$ cat src/rtl/mem_access_pkg.sv
// Shared parameters for the memory-access stage: default widths, default
// timeout and the FSM state encoding.
package mem_access_pkg;

  localparam int unsigned DEFAULT_ADDR    = 32;
  localparam int unsigned DEFAULT_W_OPR   = 32;
  localparam int unsigned DEFAULT_TIMEOUT = 255;

  typedef enum logic {
    S_IDLE = 1'b0,
    S_BUSY = 1'b1
  } state_t;

endpackage

$ cat src/rtl/mem_req_reg.sv
// Capture register for one load/store request (address, write flag, data, tag).
module mem_req_reg #(
  parameter int unsigned ADDR  = 32,
  parameter int unsigned W_OPR = 32,
  parameter int unsigned W_RD  = 5
) (
  input  logic             clk,
  input  logic             rst,
  input  logic             en,
  input  logic [ADDR-1:0]  addr,
  input  logic             write,
  input  logic [W_OPR-1:0] data,
  input  logic [W_RD-1:0]  rd,
  output logic [ADDR-1:0]  q_addr,
  output logic             q_write,
  output logic [W_OPR-1:0] q_data,
  output logic [W_RD-1:0]  q_rd
);

  always_ff @(posedge clk or posedge rst) begin
    if (rst) begin
      q_addr  <= '0;
      q_write <= 1'b0;
      q_data  <= '0;
      q_rd    <= '0;
    end else if (en) begin
      q_addr  <= addr;
      q_write <= write;
      q_data  <= data;
      q_rd    <= rd;
    end
  end

endmodule

$ cat src/rtl/mem_access.sv
// Memory-access stage: one outstanding load/store on a req/ack memory port.
// Define MEM_TIMEOUT_EN to add an ack timeout with the err_o pulse output.
module mem_access
  import mem_access_pkg::*;
#(
  parameter int unsigned ADDR    = DEFAULT_ADDR,
  parameter int unsigned W_OPR   = DEFAULT_W_OPR,
`ifdef MEM_TIMEOUT_EN
  parameter int unsigned TIMEOUT = DEFAULT_TIMEOUT,
`endif
  parameter int unsigned W_RD    = 5
) (
  input  logic             clk,
  input  logic             rst,
  input  logic             valid_i,
  input  logic [ADDR-1:0]  addr_i,
  input  logic             write_i,
  input  logic [W_OPR-1:0] data_i,
  input  logic [W_RD-1:0]  rd_i,
  output logic             stall_o,
  output logic             mem_req_o,
  output logic             mem_we_o,
  output logic [ADDR-1:0]  mem_addr_o,
  output logic [W_OPR-1:0] mem_wdata_o,
  input  logic             mem_ack_i,
  input  logic [W_OPR-1:0] mem_rdata_i,
`ifdef MEM_TIMEOUT_EN
  output logic             err_o,
`endif
  output logic             wb_valid_o,
  output logic [W_OPR-1:0] wb_data_o,
  output logic [W_RD-1:0]  wb_rd_o
);

  state_t state, state_next;
  logic busy, accept, tmo;
  logic             q_write;
  logic [W_RD-1:0]  q_rd;

  assign busy   = (state == S_BUSY);
  assign accept = (state == S_IDLE) && valid_i;

  mem_req_reg #(
    .ADDR (ADDR),
    .W_OPR(W_OPR),
    .W_RD (W_RD)
  ) u_req (
    .clk    (clk),
    .rst    (rst),
    .en     (accept),
    .addr   (addr_i),
    .write  (write_i),
    .data   (data_i),
    .rd     (rd_i),
    .q_addr (mem_addr_o),
    .q_write(q_write),
    .q_data (mem_wdata_o),
    .q_rd   (q_rd)
  );

`ifdef MEM_TIMEOUT_EN
  localparam int unsigned CW = $clog2(TIMEOUT + 1);
  logic [CW-1:0] cnt, cnt_inc;

  assign cnt_inc = cnt + 1'b1;
  // Ack takes priority: a timeout only fires in a BUSY cycle without ack.
  assign tmo = busy && !mem_ack_i && (cnt_inc == CW'(TIMEOUT));

  always_ff @(posedge clk or posedge rst) begin
    if (rst) begin
      cnt   <= '0;
      err_o <= 1'b0;
    end else begin
      err_o <= tmo;
      if (accept)
        cnt <= '0;
      else if (busy && !mem_ack_i)
        cnt <= cnt_inc;
    end
  end
`else
  assign tmo = 1'b0;
`endif

  always_ff @(posedge clk or posedge rst) begin
    if (rst)
      state <= S_IDLE;
    else
      state <= state_next;
  end

  always_comb begin
    state_next = state;
    unique case (state)
      S_IDLE: if (valid_i) state_next = S_BUSY;
      S_BUSY: if (mem_ack_i || tmo) state_next = S_IDLE;
      default: state_next = S_IDLE;
    endcase
  end

  always_ff @(posedge clk or posedge rst) begin
    if (rst) begin
      wb_valid_o <= 1'b0;
      wb_data_o  <= '0;
      wb_rd_o    <= '0;
    end else begin
      wb_valid_o <= busy && mem_ack_i && !q_write;
      if (busy && mem_ack_i && !q_write) begin
        wb_data_o <= mem_rdata_i;
        wb_rd_o   <= q_rd;
      end
    end
  end

  assign stall_o   = busy;
  assign mem_req_o = busy;
  assign mem_we_o  = busy && q_write;

endmodule
$ cat config.mk
export PLATFORM = sky130hd
export DESIGN_NAME = mem_access
export DESIGN_NICKNAME = d
export VERILOG_FILES = /design/src/rtl/mem_access_pkg.sv /design/src/rtl/mem_req_reg.sv /design/src/rtl/mem_access.sv
export SDC_FILE = /design/constraint.sdc
export NUM_CORES = 1
export LEC_CHECK = 0
export CAP_MARGIN = 0
export CORE_MARGIN = 2
export CORE_UTILIZATION = 43
export DETAILED_ROUTE_END_ITERATION = 6
export PLACE_DENSITY = 0.85
export SLEW_MARGIN = 15
export SYNTH_ARGS = -nofsm -noshare
export SYNTH_HDL_FRONTEND = slang
export SYNTH_SLANG_ARGS = --single-unit
$ cat constraint.sdc
create_clock -name clk -period 6.5 [get_ports clk]
set_input_delay 1.3 -clock clk [delete_from_list [all_inputs] [get_ports clk]]
set_output_delay 1.3 -clock clk [all_outputs]
set_load 0.01 [all_outputs]
==> flow_summary_export.csv <==
group,metric,value,unit
status,status,"completed",
placement,hpwl,7153,um
synth,syn_nets,342,
grt,grt_first_pass_wirelength,14740,um
sta,relSlewSlack,34.00,%
synth,synth_compound_gate_area_share,0.1201,%
critical_path,worst-path-buf-inv,2,
synth,synth-xor-area-share,0,%
grt,track_usage,18.39,%
detailed_routing,totalWireLength,9618,um
min_path,min_from,"u_req.q_rd[4]",
sta,finClkSkew,0.01673,ns
clock_tree,clockBufferDepth,2,
die,dieArea,10490,sq um
min_path,whs_path_depth,1,
clock_tree,cts_hold_buf,0,
critical_path,critPathCaptureType,"register",
grt,grt_max_degree,74,
pwr,p_leak,2.757,nW
layout,fin_area,6539,sq um
clock_tree,post-cts-setup-buffer-count,0,
critical_path,crit_chain,"clkdlybuf4s50_1 > nor2b_4 > buf_4 > mux2_2",
sta,min_period,3.302,ns
detailed_routing,routed_via_density,4.707,
grt,gr-total-overflow,0,
synth,synth_top_family_by_area,"multiplexers",
critical_path,cpPeakStageDelay,0.81,ns
detailed_routing,wire_per_inst,16.55,um
synth,synthMuxAreaShare,30.63,%
critical_path,cpLargestDelayFamily,"buffers and inverters",
critical_path,required,6.74,ns
synth,yosysSeqAreaShare,65.47,%
clock_tree,clk_pin_slew_worst_paths,0.10,ns
die,rows,35,
detailed_routing,firstDrtPassIters,4,
critical_path,r2r_setup_slack,4.18,ns
clock_tree,insertion_delay,0.36,ns
clock_tree,cts_tree,"done",
placement,placed_area,6336,sq um
sta,rsz0062_at_grt,"no",
critical_path,r2r-end,"u_req.q_addr[15]",
layout,nFillCells,677,
sta,setup_viol,0,
grt,antenna_found_initial,0,
critical_path,r2r-start,"mem_req_o",
critical_path,rr_worst_depth,3,
detailed_routing,num_vias,2735,
layout,synthToLayoutAreaGrowth,56.94,%
sta,worst_slew_pin_slew,0.9878,ns
sta,fin_tns_setup,0,ns
detailed_routing,postRouteAntennaNets,0,
critical_path,crit_type,"in -> reg",
detailed_routing,initialDrtViolationCount,53,
clock_tree,h-tree-depth,3,
pwr,peakVddDrop,0.2143,mV
die,die_width,102.4,um
synth,syn_avg_cell_area,17.65,sq um
critical_path,worstSetupStartpointType,"primary input",
layout,n_antenna_cell,0,
synth,yosys.area_share.simple,0.5706,%
sta,maxSlewViolCount,0,
critical_path,cp_max_fo,36,
die,dieHeight,102.4,um
die,core_region_area,9328,sq um
placement,post-place-ws,2.797,ns
synth,ys_warn_count,0,
min_path,min_to,"wb_rd_o[4]",
synth,ys_seq_elements,109,
clock_tree,cts_resized,0,
run,drv_cap,0,
clock_tree,cts_root_buf,"clkbuf_8",
critical_path,worstPathArrival,3.54,ns
synth,synth_area,4166,sq um
placement,gp_congestion,0.7163,
synth,synth_fa_ha_area_share,0,%
sta,clock.fmax,302.8,MHz
placement,port_buffers,210,
clock_tree,cts_made_buffers,9,
pwr,power.density,361.3,nW/um^2
detailed_routing,drc,0,
critical_path,cp_slowest_cell,"nor2b_4",
min_path,hold_path.class,"reg -> reg",
die,start_util,44.67,%
clock_tree,cts_sinks,109,
die,ioPinCount,211,
critical_path,cp-startpoint,"valid_i",
layout,fin_nets,553,
sta,hold_viol,0,
synth,syn_inst,236,
sta,fin_crit_sh,50.80,%
synth,ys_types,12,
grt,grt_pass1_vias,2963,
sta,fin_ws,3.198,ns
layout,drive_above_1_share,28.32,%
cells by family after synthesis:
group | after synthesis
AOI/OAI and AO/OA | 1
and+or+nand+nor | 4
buffers and inverters | 15
muxes | 107
DFF | 109
worst max path at each step:
stage / to / slack (ns) / cells after the start
2_1_floorplan: mem_req_o / 2.33 / 1
3_5_place_dp: u_req.q_addr[28] / 2.80 / 4
5_1_grt: u_req.q_data[25] / 3.06 / 4
3_3_place_gp: u_req.q_addr[30] / 2.83 / 4
6_report: u_req.q_addr[15] / 3.20 / 4
4_1_cts: u_req.q_addr[15] / 3.19 / 4
worst reg2reg max path: stages, from the launching register on:
cell and delay [ns]:
dfrtp_1 0.47, nor2b_4 0.80, buf_4 0.54, mux2_2 0.40
per-stage QoR:
stage | hold WS [ns] | instances | total power (W) | utilization [%]
after floorplan | 0.4779 | 236 | 0.001411 | -
after global placement | 0.4871 | 565 | 0.001941 | 67.93
after detailed placement | 0.4912 | 565 | 0.001967 | 67.93
after CTS | 0.5136 | 581 | 0.002391 | 70.10
after global routing | 0.5222 | 581 | 0.002492 | 70.10
final | 0.5096 | 581 | 0.002362 | 70.10
state kept, by name, indices dropped and copies added, names as in the netlist:
name	flops
mem_req_o	1
u_req.q_addr	32
u_req.q_data	32
u_req.q_rd	5
u_req.q_write	1
wb_data_o	32
wb_rd_o	5
wb_valid_o	1
cell usage after synthesis:
master | instances | area share [%]
nand3b_1 | 1 | 0.18
buf_2 | 2 | 0.24
buf_6 | 9 | 2.4
a21oi_1 | 1 | 0.12
nor2b_1 | 1 | 0.15
dfrtp_1 | 109 | 65
and2_1 | 1 | 0.15
mux2_4 | 19 | 6.8
nor2_1 | 1 | 0.090
buf_4 | 2 | 0.36
mux2_2 | 88 | 24
inv_1 | 2 | 0.18
power by group:
group	internal (W)	switching, W
clock network	0.000184	0.000234
logic	0.000620	0.000313
registers	0.000897	0.000114
total	0.00170	0.000661
cells in the final DEF, fill, tap and decap left out:
cell               n
a21oi_1            1
and2_1             1
buf_4              3
bufinv_16          1
clkbuf_8           9
clkdlybuf4s50_1  210
clkinv_2           1
clkinv_4           1
dfrtp_1          109
inv_1              1
inv_4              1
inv_6              4
mux2_2            88
mux2_4            19
nand3b_1           1
nor2_1             1
nor2b_4            1
area by class of cell:
type / count / area [sq um] / share of cell area [%]
clock buffer: 9 / 123.9 / 1.894
clock inverter: 7 / 78.83 / 1.206
inverter: 2 / 10.01 / 0.1531
multi-input combinational: 112 / 1313 / 20.07
sequential: 109 / 2728 / 41.71
tap: 129 / 161.4 / 2.468
timing repair buffer: 213 / 2125 / 32.49
layer usage:
layer | vias up | global-route usage (%) | routed length (um)
met5 | - | 0 | 0
met4 | 0 | 4.718 | 172
met3 | 17 | 7.387 | 928
met2 | 122 | 32.83 | 4931
met1 | 1354 | 20.44 | 3585
li1 | 1242 | - | -
Power figures use the tool's default switching activity.
